$ cat src/rtl/ram_arbiter_pkg.sv
// ram_arbiter_pkg: shared widths and owner codes for the RAM arbiter slice
package ram_arbiter_pkg;
  localparam int ADDR_W = 6;
  localparam int DATA_W = 16;
  typedef enum logic [1:0] {
    OWNER_NONE = 2'd0,
    OWNER_CPU  = 2'd1,
    OWNER_LDR  = 2'd2
  } owner_e;
endpackage

$ cat src/rtl/ram_arbiter_if.sv
// ram_arbiter_if: CPU, loader and RAM-macro signals; slave is the arbiter view
interface ram_arbiter_if;
  import ram_arbiter_pkg::*;
  logic              cpu_req;
  logic              cpu_we;
  logic [ADDR_W-1:0] cpu_addr;
  logic [DATA_W-1:0] cpu_wdata;
  logic              cpu_gnt;
  logic              cpu_rvalid;
  logic [DATA_W-1:0] cpu_rdata;
  logic              ldr_req;
  logic              ldr_we;
  logic [ADDR_W-1:0] ldr_addr;
  logic [DATA_W-1:0] ldr_wdata;
  logic              ldr_gnt;
  logic              ldr_rvalid;
  logic [DATA_W-1:0] ldr_rdata;
  logic              ram_we;
  logic [ADDR_W-1:0] ram_addr;
  logic [DATA_W-1:0] ram_din;
  logic [DATA_W-1:0] ram_dout;
  logic [1:0]        owner;
  modport slave (
    input  cpu_req, cpu_we, cpu_addr, cpu_wdata,
    input  ldr_req, ldr_we, ldr_addr, ldr_wdata,
    input  ram_dout,
    output cpu_gnt, cpu_rvalid, cpu_rdata,
    output ldr_gnt, ldr_rvalid, ldr_rdata,
    output ram_we, ram_addr, ram_din, owner
  );
  modport master (
    output cpu_req, cpu_we, cpu_addr, cpu_wdata,
    output ldr_req, ldr_we, ldr_addr, ldr_wdata,
    output ram_dout,
    input  cpu_gnt, cpu_rvalid, cpu_rdata,
    input  ldr_gnt, ldr_rvalid, ldr_rdata,
    input  ram_we, ram_addr, ram_din, owner
  );
endinterface

$ cat src/rtl/ram_arb_starve_cnt.sv
// ram_arb_starve_cnt: saturating count of cycles a requester waited; flags force once MAX_WAIT reached
module ram_arb_starve_cnt #(
  parameter int MAX_WAIT = 4
) (
  input  logic clk,
  input  logic rst,
  input  logic i_req,
  input  logic i_gnt,
  output logic o_force
);
  logic [3:0] r_cnt;
  logic [3:0] w_cnt_nxt;
  always_comb begin
    w_cnt_nxt = (!i_req || i_gnt) ? 4'd0 : ((&r_cnt) ? r_cnt : r_cnt + 4'd1);
    o_force   = r_cnt >= 4'(MAX_WAIT);
  end
  always_ff @(posedge clk or negedge rst) begin
    if (!rst) r_cnt <= 4'd0;
    else      r_cnt <= w_cnt_nxt;
  end
endmodule

$ cat src/rtl/ram_arbiter.sv
// ram_arbiter: single-port RAM sharing between CPU and loader, CPU priority with loader anti-starvation
module ram_arbiter
  import ram_arbiter_pkg::*;
#(
  parameter int MAX_WAIT = 4
) (
  input  logic          clk,
  input  logic          rst,
  ram_arbiter_if.slave  bus
);
  logic   w_force;
  logic   w_cpu_gnt;
  logic   w_ldr_gnt;
  logic   w_rd;
  logic   r_rd_pend;
  logic   r_rd_tag_ldr;
  owner_e r_owner;

  ram_arb_starve_cnt #(.MAX_WAIT(MAX_WAIT)) u_starve (
    .clk     (clk),
    .rst     (rst),
    .i_req   (bus.ldr_req),
    .i_gnt   (w_ldr_gnt),
    .o_force (w_force)
  );

  // reset gates every grant and rvalid so nothing leaks while rst is low
  always_comb begin
    w_ldr_gnt      = rst & bus.ldr_req & (~bus.cpu_req | w_force);
    w_cpu_gnt      = rst & bus.cpu_req & ~w_ldr_gnt;
    w_rd           = (w_cpu_gnt & ~bus.cpu_we) | (w_ldr_gnt & ~bus.ldr_we);
    bus.cpu_gnt    = w_cpu_gnt;
    bus.ldr_gnt    = w_ldr_gnt;
    bus.ram_we     = w_cpu_gnt ? bus.cpu_we    : (w_ldr_gnt ? bus.ldr_we    : 1'b0);
    bus.ram_addr   = w_cpu_gnt ? bus.cpu_addr  : (w_ldr_gnt ? bus.ldr_addr  : '0);
    bus.ram_din    = w_cpu_gnt ? bus.cpu_wdata : (w_ldr_gnt ? bus.ldr_wdata : '0);
    bus.cpu_rvalid = rst & r_rd_pend & ~r_rd_tag_ldr;
    bus.ldr_rvalid = rst & r_rd_pend & r_rd_tag_ldr;
    bus.cpu_rdata  = bus.cpu_rvalid ? bus.ram_dout : '0;
    bus.ldr_rdata  = bus.ldr_rvalid ? bus.ram_dout : '0;
    bus.owner      = r_owner;
  end

  always_ff @(posedge clk or negedge rst) begin
    if (!rst) begin
      r_owner      <= OWNER_NONE;
      r_rd_pend    <= 1'b0;
      r_rd_tag_ldr <= 1'b0;
    end else begin
      r_owner      <= w_cpu_gnt ? OWNER_CPU : (w_ldr_gnt ? OWNER_LDR : r_owner);
      r_rd_pend    <= w_rd;
      r_rd_tag_ldr <= w_rd ? w_ldr_gnt : r_rd_tag_ldr;
    end
  end
endmodule

$ cat src/flat_wrapper.sv
// flat-port wrapper written by rule: the top's interface ports become plain ports
module ram_arbiter_flat import ram_arbiter_pkg::*;
#(
  parameter int MAX_WAIT = 4
)
  (clk, rst, bus_cpu_req, bus_cpu_we, bus_cpu_addr, bus_cpu_wdata, bus_ldr_req, bus_ldr_we, bus_ldr_addr, bus_ldr_wdata, bus_ram_dout, bus_cpu_gnt, bus_cpu_rvalid, bus_cpu_rdata, bus_ldr_gnt, bus_ldr_rvalid, bus_ldr_rdata, bus_ram_we, bus_ram_addr, bus_ram_din, bus_owner);
  ram_arbiter_if bus_i ();
  input  logic clk;
  input  logic rst;
  input wire logic [$bits(bus_i.cpu_req)-1:0] bus_cpu_req;
  input wire logic [$bits(bus_i.cpu_we)-1:0] bus_cpu_we;
  input wire logic [$bits(bus_i.cpu_addr)-1:0] bus_cpu_addr;
  input wire logic [$bits(bus_i.cpu_wdata)-1:0] bus_cpu_wdata;
  input wire logic [$bits(bus_i.ldr_req)-1:0] bus_ldr_req;
  input wire logic [$bits(bus_i.ldr_we)-1:0] bus_ldr_we;
  input wire logic [$bits(bus_i.ldr_addr)-1:0] bus_ldr_addr;
  input wire logic [$bits(bus_i.ldr_wdata)-1:0] bus_ldr_wdata;
  input wire logic [$bits(bus_i.ram_dout)-1:0] bus_ram_dout;
  output wire logic [$bits(bus_i.cpu_gnt)-1:0] bus_cpu_gnt;
  output wire logic [$bits(bus_i.cpu_rvalid)-1:0] bus_cpu_rvalid;
  output wire logic [$bits(bus_i.cpu_rdata)-1:0] bus_cpu_rdata;
  output wire logic [$bits(bus_i.ldr_gnt)-1:0] bus_ldr_gnt;
  output wire logic [$bits(bus_i.ldr_rvalid)-1:0] bus_ldr_rvalid;
  output wire logic [$bits(bus_i.ldr_rdata)-1:0] bus_ldr_rdata;
  output wire logic [$bits(bus_i.ram_we)-1:0] bus_ram_we;
  output wire logic [$bits(bus_i.ram_addr)-1:0] bus_ram_addr;
  output wire logic [$bits(bus_i.ram_din)-1:0] bus_ram_din;
  output wire logic [$bits(bus_i.owner)-1:0] bus_owner;
  assign bus_i.cpu_req = bus_cpu_req;
  assign bus_i.cpu_we = bus_cpu_we;
  assign bus_i.cpu_addr = bus_cpu_addr;
  assign bus_i.cpu_wdata = bus_cpu_wdata;
  assign bus_i.ldr_req = bus_ldr_req;
  assign bus_i.ldr_we = bus_ldr_we;
  assign bus_i.ldr_addr = bus_ldr_addr;
  assign bus_i.ldr_wdata = bus_ldr_wdata;
  assign bus_i.ram_dout = bus_ram_dout;
  assign bus_cpu_gnt = bus_i.cpu_gnt;
  assign bus_cpu_rvalid = bus_i.cpu_rvalid;
  assign bus_cpu_rdata = bus_i.cpu_rdata;
  assign bus_ldr_gnt = bus_i.ldr_gnt;
  assign bus_ldr_rvalid = bus_i.ldr_rvalid;
  assign bus_ldr_rdata = bus_i.ldr_rdata;
  assign bus_ram_we = bus_i.ram_we;
  assign bus_ram_addr = bus_i.ram_addr;
  assign bus_ram_din = bus_i.ram_din;
  assign bus_owner = bus_i.owner;
  ram_arbiter #(.MAX_WAIT(MAX_WAIT)) u_core (.clk(clk), .rst(rst), .bus(bus_i));
endmodule
$ cat config.mk
export PLATFORM = sky130hd
export DESIGN_NAME = ram_arbiter_flat
export DESIGN_NICKNAME = d
export VERILOG_FILES = /design/src/rtl/ram_arbiter_pkg.sv /design/src/rtl/ram_arbiter_if.sv /design/src/rtl/ram_arb_starve_cnt.sv /design/src/rtl/ram_arbiter.sv /design/src/flat_wrapper.sv
export SDC_FILE = /design/constraint.sdc
export NUM_CORES = 1
export LEC_CHECK = 0
export CAP_MARGIN = 5
export CORE_MARGIN = 1.5
export CORE_UTILIZATION = 26
export DETAILED_ROUTE_END_ITERATION = 12
export GPL_ROUTABILITY_DRIVEN = 1
export GPL_TIMING_DRIVEN = 0
export PLACE_DENSITY_LB_ADDON = 0.1
export SYNTH_ARGS = -nofsm -noshare
export SYNTH_HDL_FRONTEND = slang
export SYNTH_SLANG_ARGS = --single-unit
$ cat constraint.sdc
create_clock -name clk -period 2.14 [get_ports clk]
set_input_delay 0.428 -clock clk [delete_from_list [all_inputs] [get_ports clk]]
set_output_delay 0.428 -clock clk [all_outputs]
set_load 0.05 [all_outputs]
# Yosys cells after proc, flatten, opt, wreduce, memory -nomap -nowiden
# Cells that the tools add are included.
[word_totals]
inputBits = 66
elab_cells = 39
mem_count = 0
latch_bits = 0
ram_bits = 0
rom_bits = 0
ff_bits = 8
[op_classes]
n_eq_ne = 1
n_mul = 0
add_sub_neg = 1
n_shift = 0
reduce_logical = 4
n_mux = 12
bitwise = 16
n_lt_le_gt_ge = 1
div = 0
[ops]
columns = ["operator", "count"]
rows = [
  ["$mux W16", 4],
  ["$mux W6", 2],
  ["$and A1 B1 Y1", 9],
  ["$mux W4", 2],
  ["$not A1 Y1", 5],
  ["$add A4 B1 Y4 const B", 1],
  ["$ge A4 B3 Y1 const B", 1],
  ["$mux W2", 2],
  ["$reduce_and A4 Y1", 1],
  ["$mux W1", 2],
  ["$ne A2 B2 Y1 const B", 1],
  ["$or A1 B1 Y1", 2],
  ["$reduce_bool A2 Y1", 1],
  ["$logic_not A1 Y1", 1],
  ["$logic_or A1 B1 Y1", 1],
]

# Logic depth before layout (Yosys ltp)
# Gate-level depths: netlist of run 1.
[logic_depth]
word_depth = 7
mapped_depth = 4
depth_no_buf = 4

# Cells and area by module
# A second synthesis of run 1 with hierarchy kept.
[hier_totals]
hier_cells = 105
area_unflattened_um2 = 933.4
[by_module_without_submodules]
columns = ["module", "n_inst", "cells_each", "seq_area_each_um2", "area_each_um2"]
rows = [
  ["ram_arbiter", 1, 84, 100.1, 704.4],
  ["ram_arb_starve_cnt", 1, 21, 100.1, 229.0],
]

# Worst setup path before layout of run 1
# Ideal clock, no wire load.
[synth_timing]
path_type = "reg2out"
start = "reg u_core.u_starve.r_cnt[2]"
end = "out bus_ram_we"
n_path_buf = 1
slack_ns = 0.220
t_arrival_ns = 1.492
stages_incl_launch_ff = 5
path_cell_list = "dfrtp_1 nor3b_4 nor2_4 buf_6 o31ai_4"
[synth_via]
elab_chain_len = 6
word_cells_on_any_way = 7
[synth_rtl]
columns = ["element", "line_no", "rtl"]
rows = [
  ["from (decl)", "ram_arb_starve_cnt.sv:11", "logic [3:0] r_cnt;"],
  ["from (signal assigned)", "ram_arb_starve_cnt.sv:19", "else r_cnt <= w_cnt_nxt;"],
  ["$ge A4 B3 Y1 *", "ram_arb_starve_cnt.sv:15", "o_force = r_cnt >= 4'(MAX_WAIT);"],
  ["$or A1 B1 Y1 *", "ram_arbiter.sv:29", "w_ldr_gnt = rst & bus.ldr_req & (~bus.cpu_req | w_force);"],
  ["$and A1 B1 Y1 *", "ram_arbiter.sv:29", ""],
  ["net bus_ldr_gnt", "flat_wrapper.sv:22", "output wire logic [$bits(bus_i.ldr_gnt)-1:0] bus_ldr_gnt;"],
  ["$not A1 Y1", "ram_arbiter.sv:30", "w_cpu_gnt = rst & bus.cpu_req & ~w_ldr_gnt;"],
  ["$and A1 B1 Y1", "ram_arbiter.sv:30", ""],
  ["$mux W1 *", "ram_arbiter.sv:34", "bus.ram_we = w_cpu_gnt ? bus.cpu_we : (w_ldr_gnt ? bus.ldr_we : 1'b0);"],
  ["to (decl)", "flat_wrapper.sv:25", "output wire logic [$bits(bus_i.ram_we)-1:0] bus_ram_we;"],
]
# Mark *: on every way through the listed nets, which the timed path passes. The rest lies on a longest branch.

# Worst setup path in the final report of run 1
[layout_timing]
start = "in bus_ldr_we"
end = "out bus_ram_we"
[layout_via]
elab_chain_len = 2
[layout_rtl]
columns = ["element", "line_no", "rtl"]
rows = [
  ["from (decl)", "flat_wrapper.sv:15", "input wire logic [$bits(bus_i.ldr_we)-1:0] bus_ldr_we;"],
  ["$mux W1 (2 in a row)", "ram_arbiter.sv:34", ""],
]
# Every way passes these cells.

==> results of run 1 <==
[layout make-up]
cell class	instances	area (µm²)
sequential	8	203
clock buffer	3	22.5
buffer	7	60.1
timing repair buffer	134	1190
fill	306	1130
multi-input combinational	86	634
inverter	3	11.3
tap	46	57.6
[report_power, final]
| part | switching, mW | total (mW) | internal (mW) |
|---|---|---|---|
| clock | 0.0546 | 0.119 | 0.0644 |
| sequential | 0.0106 | 0.175 | 0.164 |
| combinational | 0.272 | 0.493 | 0.221 |
[metal layers]
metal  global-route usage  vias up
met3               0.0378        4
li1                     -      649
met2                0.392       64
met4               0.0547        0
met1                0.251      613
met5                    0        -
[Yosys cell counts]
master   count
nor2b_4      1
and3_1       1
dfrtp_1      8
nand4_1      1
nand2_1      4
buf_6        4
nor3b_4      1
o31ai_1      1
o21ai_1      2
buf_2        3
a21o_1       1
ha_1         1
nor3_1       2
a22o_1      23
mux2i_1      1
nor2_2       1
nor3b_1      1
inv_1        3
xnor2_1      1
a21oi_1      1
or3_1        1
nor2_4       1
nor2_1       5
o31ai_4      1
nand3_1      2
and2_1      32
a31oi_1      1
[placed cells by master, fill, tap and decap left out, types with 2 or more instances in the layout]
cell type and count:
dfrtp_1 6, nand3_1 2, clkdlybuf4s15_2 5, buf_6 11, clkdlybuf4s15_1 7, clkbuf_4 3, clkbuf_2 2, nor3_1 2
buf_4 21, and2_1 32, inv_1 3, nor2_1 5, buf_2 21, dlygate4sd2_1 8, nand2_2 2, dfrtp_2 2
clkdlybuf4s50_1 64, a22o_1 23, nand2_1 2
[timing repair]
| item | in CTS | in global routing |
|---|---|---|
| setup buffers | 4 | 2 |
| gates cloned | 1 | 0 |
| hold buffers | 1 | 0 |
| resized for setup | 246 | 31 |
| hold endpoints to repair | 8 | 0 |
| pin swaps | 1 | 1 |
| setup endpoints to repair | 59 | 42 |
[cells by family (layout without fill, tap and decap cells)]
group                      count (synthesis)  in the layout  share of synthesized area
muxes                                      1              1                     0.0112
and+or+nand+nor                           53             53                      0.370
xor gates and xnor gates                   1              1                    0.00982
adders and majority gates                  1              1                     0.0140
DFF                                        8              8                      0.224
AOI/OAI and AO/OA                         30             30                      0.290
buffers and inverters                     10            147                     0.0799
[stage by stage]
step | hold slack [ps] | cell area [µm²] | setup slack [ps] | setup TNS (ps) | utilization
2_1_floorplan | 132 | 892 | 220 | 0 | -
3_3_place_gp | 468 | 2210 | -1170 | -59820 | 0.668
3_5_place_dp | 473 | 2210 | -1210 | -62410 | 0.668
4_1_cts | 481 | 2200 | 15.0 | 0 | 0.666
5_1_grt | 507 | 2180 | -47.0 | -204 | 0.659
6_report | 478 | 2180 | 53.4 | 0 | 0.659
[worst max-delay path by stage]
stage / start / end / slack, ps / cells past startpoint
2_1_floorplan: u_core.u_starve.r_cnt[2]$_DFFE_PN0P_ / bus_ram_we / 220 / 4
3_3_place_gp: rst / bus_ram_din[7] / -1170 / 6
3_5_place_dp: rst / bus_ram_din[7] / -1210 / 6
4_1_cts: u_core.u_starve.r_cnt[2]$_DFFE_PN0P_ / bus_ram_addr[4] / 20 / 4
5_1_grt: u_core.r_rd_tag_ldr$_DFFE_PN0P_ / bus_cpu_rdata[8] / -50 / 4
6_report: bus_ldr_we / bus_ram_we / 50 / 5
[sequential cells by signal, summed over array words and instances (netlist names)]
name	cells
u_core.u_starve.r_cnt	4
u_core.bus.owner	2
u_core.r_rd_pend	1
u_core.r_rd_tag_ldr	1
[worst register-to-register path, stage by stage, from the launching register on]
cell	delay, ps
dfrtp_2	450
nor3b_4	270
nor2_4	100
buf_4	170
buf_4	140
a21o_1	150
==> impl_metrics.toml, run 1 <==
[run_status]
outcome = "completed"

[worst_setup_path]
crit_type = "in -> out"
cp_slowest_stage_delay_ps = 500
rrSetupSlack_ps = 760
r2r_cells = 5
r2r-start = "u_core.u_starve.r_cnt[2]$_DFFE_PN0P_"
timing.rr.end = "u_core.bus.owner[1]$_DFFE_PN0P_"
crit_path_max_fanout = 2
critPathRequiredTime_ps = 1710
path_delay_family = "buffers and inverters"
crit_slowest_cell = "clkdlybuf4s50_1"
critPathBufInv = 3
cp-end-kind = "output pin"
startpoint_type = "input pin"
crit_chain = "clkdlybuf4s50_1 -> inv_1 -> or3_4 -> o31ai_4 -> buf_6"
cp.arrival_ps = 1660

[die]
dieHeight_um = 61.6
fp.dieArea_mm2 = 0.00379
start_util = 0.269
dieWidth_um = 61.6
io_pins = 127
row_count = 21
core-area_mm2 = 0.00331

[global_routing]
grt_usage = 0.213
grt_pass1_wl_um = 6020
overflow = 0
grt_max_degree = 11
grt_pass1_vias = 1231
antenna_found_initial = 0

[cts]
cts_tree = "built"
clk_path_buf_depth = 2
cts_sinks = 8
worst_skew_pair.late_latency_ps = 260
cts-root-buf = "clkbuf_4"
cts_htree_levels = 1
cts.reportedPaths.clkPinSlew_ps = 60
cts_buffers = 3

[flow_run]
maxCapViolations = 0

[detailed_routing]
wl_met2_um = 2400
drt-wirelength-per-cell_um = 15.6
top_layer_used = "met4"
dr_total_vias = 1330
wirelength_um = 4490
wl_met3_um = 356
avgViaCountPerCell = 4.63
drtAntennaViolNets = 0
met1_length_um = 1680
firstDrtPassIters = 4
drt_iter0_drc = 56
drc_errors = 0

[placement]
gp_congestion = 0.666
dp.cells = 276
port_buffers = 126
dpl.hpwl_um = 3600

[sta]
rsz0062_at_grt = "true"
skew_ps = 2.81
setup_violations = 0
min_period_over_period = 0.975
slew_violations = 0
finalCriticalPeriod_ps = 2090
max_clock_freq_mhz = 479
tightest_slew_ps = 516
slew_headroom = 0.658
finalHoldViolCount = 0

[logic_synthesis]
ys_warn_count = 0
avgSynthCellArea_um2 = 8.58
netlist.top_cell.by_area = "a22o_1"
seq_area_frac_synth = 0.224
syn-num-nets = 171
ys_top_cells_by_area = "a22o_1 23%, and2_1 22%, dfrtp_1 22%"
synth_cells = 104
synth_area_um2 = 892
yosysTopAreaCellShare = 0.226
synth.distinct_cells = 27
ys_ff_latch = 8

[cells_and_area]
area_delta_synth_final_pct = 145
layout.cells.non_filler = 287
drive_gt1_frac = 0.311
diodes = 0
final_nets = 310

[power_and_ir_drop]
ir_worst_vdd_mv = 0.304
p_leak_nw = 1.07
p_total_uw = 788
power_density_mw_per_mm2 = 361

[min_path]
holdPathStages = 1
min-delay-start = "u_core.bus.owner[1]$_DFFE_PN0P_"
min_to = "u_core.bus.owner[1]$_DFFE_PN0P_"
hold_class = "reg -> reg"
No activity file was read; power rests on OpenSTA's default activity.
==> run 2: changes to the inputs <==
Settings changed: CORE_UTILIZATION 26 to 24, HOLD_SLACK_MARGIN from default to 0.12.
Clock period 2.14 ns to 2.15 ns, I/O delays scaled along.
==> impl_metrics.toml, run 2 (same netlist as run 1, synthesis figures left out) <==
[cts]
cts_buffers = 3
cts.reportedPaths.clkPinSlew_ps = 40
cts_tree = "built"
clk_path_buf_depth = 2
cts_htree_levels = 1
cts-root-buf = "clkbuf_8"
worst_skew_pair.late_latency_ps = 230
cts_sinks = 8

[die]
row_count = 21
dieWidth_um = 64.0
dieHeight_um = 64.0
core-area_mm2 = 0.00344
start_util = 0.259
fp.dieArea_mm2 = 0.00409
io_pins = 127

[global_routing]
grt_pass1_wl_um = 5950
antenna_found_initial = 0
grt_max_degree = 11
grt_pass1_vias = 1301
grt_usage = 0.182
overflow = 0

[cells_and_area]
num-fill-cells = 304
layout.cells.non_filler = 286
final_area_mm2 = 0.00227
final_nets = 309
largest_reg_flops = 4
largest_register = "u_core.u_starve.r_cnt"
multi_input_area_um2 = 632
diodes = 0
register_area_um2 = 200
final_cell_mix = "64 x clkdlybuf4s50_1, 32 x and2_1, 23 x buf_6, 23 x a22o_1, 16 x dlygate4sd2_1"
area_delta_synth_final_pct = 155
final_common_cell = "clkdlybuf4s50_1"
drive_gt1_frac = 0.292

[sta]
slew_headroom = 0.654
finalHoldViolCount = 0
skew_ps = 1.58
fin_ws_ps = 59.5
setup_violations = 0
tightest_slew_ps = 517
min_period_over_period = 0.972
slew_violations = 0
rsz0062_at_grt = "true"
max_clock_freq_mhz = 478
finalCriticalPeriod_ps = 2090

[detailed_routing]
drt_iter0_drc = 17
firstDrtPassIters = 4
wirelength_um = 3860
avgViaCountPerCell = 4.57
dr_total_vias = 1307
drc_errors = 0
drt-wirelength-per-cell_um = 13.5
drtAntennaViolNets = 0

[power_and_ir_drop]
intPower_uw = 516
clkPwrFrac = 0.213
ir_worst_vdd_mv = 0.420
switching_share = 0.396
power_frac_seq = 0.204
power_density_mw_per_mm2 = 376
p_comb_frac = 0.583
p_leak_nw = 1.10
switching_power_uw = 339

[placement]
dp.cells = 276
port_buffers = 126
dpl.hpwl_um = 3200
dp_slack_ps = -1260
place_area_mm2 = 0.00221
gp_congestion = 0.757

[worst_setup_path]
startpoint = "bus_cpu_req"
cp.arrival_ps = 1660
critPathRequiredTime_ps = 1720
crit_path_max_fanout = 4
crit_type = "in -> out"
cp-end-kind = "output pin"
r2r-start = "u_core.u_starve.r_cnt[2]$_DFFE_PN0P_"
startpoint_type = "input pin"

[flow_run]
maxCapViolations = 0

[min_path]
min-delay-start = "u_core.bus.owner[1]$_DFFE_PN0P_"
hold_class = "reg -> reg"

[run_status]
outcome = "completed"
[run 2: worst max-delay path: stages]
cell and delay [ps]:
dlygate4sd2_1 280, nor3b_4 170, buf_4 150, or3_4 370
o31ai_4 60, buf_6 190
[run 2: worst paths after layout]
path                                                             end  cells past startpoint  slack (ps)
min in group asynchronous       u_core.u_starve.r_cnt[2]$_DFFE_PN0P_                      2         740
worst min register to register       u_core.bus.owner[1]$_DFFE_PN0P_                      1         490
worst min-delay path                 u_core.bus.owner[1]$_DFFE_PN0P_                      1         490
max in group asynchronous       u_core.u_starve.r_cnt[3]$_DFFE_PN0P_                      2        1130
worst max-delay path                                      bus_ram_we                      6          60
worst max register to register  u_core.u_starve.r_cnt[2]$_DFFE_PN0P_                      4         850
[run 2: layout make-up]
type	instances	area share
Tap cell	46	0.0253
Inverter	3	0.00495
Timing Repair Buffer	133	0.559
Sequential cell	8	0.0881
Clock buffer	3	0.0182
Buffer	7	0.0264
Multi-Input combinational cell	86	0.278
[run 2: routing by layer]
metal	track usage	up-vias	part of all wire
met5	0	-	0
met4	0.00815	0	0
met3	0.0651	0	0.11
met2	0.374	84	0.54
met1	0.178	576	0.35
li1	-	647	-
[run 2: power by group through the flow]
| stage | Clock [mW] | Sequential (mW) | Combinational [mW] |
|---|---|---|---|
| after CTS | 0.187 | 0.175 | 0.502 |
| after detailed placement | 0 | 0.176 | 0.493 |
| after global routing | 0.195 | 0.176 | 0.523 |
| final | 0.182 | 0.175 | 0.499 |
| after global placement | 0 | 0.176 | 0.486 |
| after floorplan | 0 | 0.193 | 0.241 |
[run 2: metrics by stage]
stage,util,hold slack [ps],power [mW],setup TNS (ps)
2_1_floorplan,-,134,0.434,0
3_3_place_gp,0.642,464,0.662,-60100
3_5_place_dp,0.642,476,0.669,-64430
4_1_cts,0.670,488,0.863,0
5_1_grt,0.660,499,0.894,-8.69
6_report,0.660,488,0.855,0
[run 2: what timing repair did]
action | in CTS | in global routing
setup endpoints to repair | 59 | 12
pin swaps | 1 | 0
gates cloned | 1 | 0
hold endpoints to repair | 8 | 0
buffers inserted | 5 | 0
resized for setup | 250 | 16
hold buffers | 1 | 0
==> run 3: changes to the inputs <==
Settings changed: CORE_MARGIN 1.5 to default, CORE_UTILIZATION 24 to 22.
Clock period 2.15 ns to 1.77 ns, I/O delays scaled along.
==> impl_metrics.toml, run 3 (same netlist as run 1, synthesis figures left out) <==
[die]
core-area_mm2 = 0.00377
dieWidth_um = 65.7
dieHeight_um = 65.7
row_count = 22
io_pins = 127
start_util = 0.237
fp.dieArea_mm2 = 0.00431

[placement]
dp_slack_ps = -1430
port_buffers = 126
dpl.hpwl_um = 3070
gp_congestion = 0.748
place_area_mm2 = 0.00222
dp.cells = 278

[worst_setup_path]
crit_path_max_fanout = 8
path_delay_family = "flip-flops"
crit_chain = "nor3b_4 -> nor2_4 -> buf_6 -> o31ai_4 -> buf_6"
rrSetupSlack_ps = 430
crit_slowest_cell = "dfrtp_2"
cp-end-kind = "output pin"
cp.arrival_ps = 1560
cp_slowest_stage_delay_ps = 430
crit_type = "reg -> out"
critPathRequiredTime_ps = 1420
startpoint_type = "flip-flop"
path_common_cell = "buf_6"
critPathBufInv = 2

[cells_and_area]
drive_gt1_frac = 0.436
largest_register = "u_core.u_starve.r_cnt"
num-fill-cells = 327
area_delta_synth_final_pct = 172
layout.cells.non_filler = 298
largest_reg_flops = 4
final_cell_mix = "63 x clkdlybuf4s50_1, 41 x buf_6, 29 x and2_1"
final_common_cell = "clkdlybuf4s50_1"
diodes = 0
final_nets = 319
final_area_mm2 = 0.00243

[sta]
rsz0062_at_grt = "true"
setup_tns_ps = -2480
tightest_slew_ps = 509
min_period_over_period = 1.08
max_clock_freq_mhz = 523
skew_ps = 2.39
finalHoldViolCount = 0
finalCriticalPeriod_ps = 1910
slew_violations = 0
fin_ws_ps = -144
setup_violations = 23
slew_headroom = 0.660

[power_and_ir_drop]
power_density_mw_per_mm2 = 447
p_total_mw = 1.09
ir_worst_vdd_mv = 0.475
p_leak_nw = 1.17

[cts]
cts_tree = "built"
cts_sinks = 8
clk_path_buf_depth = 2
cts_buffers = 3
cts-root-buf = "clkbuf_8"
cts.reportedPaths.clkPinSlew_ps = 40
worst_skew_pair.late_latency_ps = 230
cts_htree_levels = 1

[run_status]
violations = "negative setup slack"
outcome = "finished, violations left"

[detailed_routing]
drt_iter0_drc = 41
wirelength_um = 4080
avgViaCountPerCell = 4.55
dr_total_vias = 1357
drtAntennaViolNets = 0
firstDrtPassIters = 4
drc_errors = 0
drt-wirelength-per-cell_um = 13.7

[flow_run]
maxCapViolations = 0

[global_routing]
grt_pass1_vias = 1276
overflow = 0
grt_max_degree = 11
antenna_found_initial = 0
grt_usage = 0.174
grt_pass1_wl_um = 5870

[min_path]
hold_class = "in -> reg"
run 3: cell type report:
cell class,instances,area (µm²),area share
Clock buffer,3,41.3,0.0170
Tap cell,48,60.1,0.0247
Multi-Input combinational cell,86,661,0.272
Inverter,3,11.3,0.00464
Sequential cell,8,203,0.0835
Timing Repair Buffer,143,1370,0.566
Buffer,7,78.8,0.0325
run 3: path summary, 6_finish.rpt:
path                                                 startpoint                                    to  cells after the start
min reg2reg                     u_core.bus.owner[1]$_DFFE_PN0P_       u_core.bus.owner[1]$_DFFE_PN0P_                      1
max                        u_core.u_starve.r_cnt[3]$_DFFE_PN0P_                            bus_ram_we                      5
min                                                         rst       u_core.bus.owner[0]$_DFFE_PN0P_                      3
max in group asynchronous                                   rst  u_core.u_starve.r_cnt[2]$_DFFE_PN0P_                      2
min in group asynchronous                                   rst       u_core.r_rd_tag_ldr$_DFFE_PN0P_                      2
max reg2reg                u_core.u_starve.r_cnt[3]$_DFFE_PN0P_       u_core.bus.owner[1]$_DFFE_PN0P_                      5
run 3: metrics by stage:
step,util,hold slack (ps)
3_3_place_gp,0.590,467
6_report,0.644,454
5_1_grt,0.644,495
3_5_place_dp,0.590,473
4_1_cts,0.631,451
2_1_floorplan,-,58.4
run 3: power breakdown:
part / total (mW) / internal (mW) / switching, mW
clock: 0.216 / 0.147 / 0.0686
sequential: 0.213 / 0.200 / 0.0137
combinational: 0.657 / 0.321 / 0.336
total: 1.09 / 0.668 / 0.419
run 3: metal layers:
layer | global-route usage | routed length, µm | vias up
li1 | - | - | 667
met1 | 0.190 | 1470 | 618
met2 | 0.324 | 2240 | 64
met3 | 0.0347 | 284 | 8
met4 | 0.0679 | 85 | 0
met5 | 0 | 0 | -
run 3: worst register-to-register path: stages, from the launching register on:
cell and delay, ps:
dfrtp_2 430, nor3b_4 260, nor2_4 110, buf_6 150, buf_4 130, a21o_1 140
run 3: repair_timing:
item / in CTS / in global routing
setup buffers: 8 / 4
setup endpoints to repair: 61 / 52
endpoints found under the hold margin: 8 / 0
pin swaps: 3 / 2
gates cloned: 2 / 2
gates resized for setup: 360 / 53
hold buffers: 1 / 0
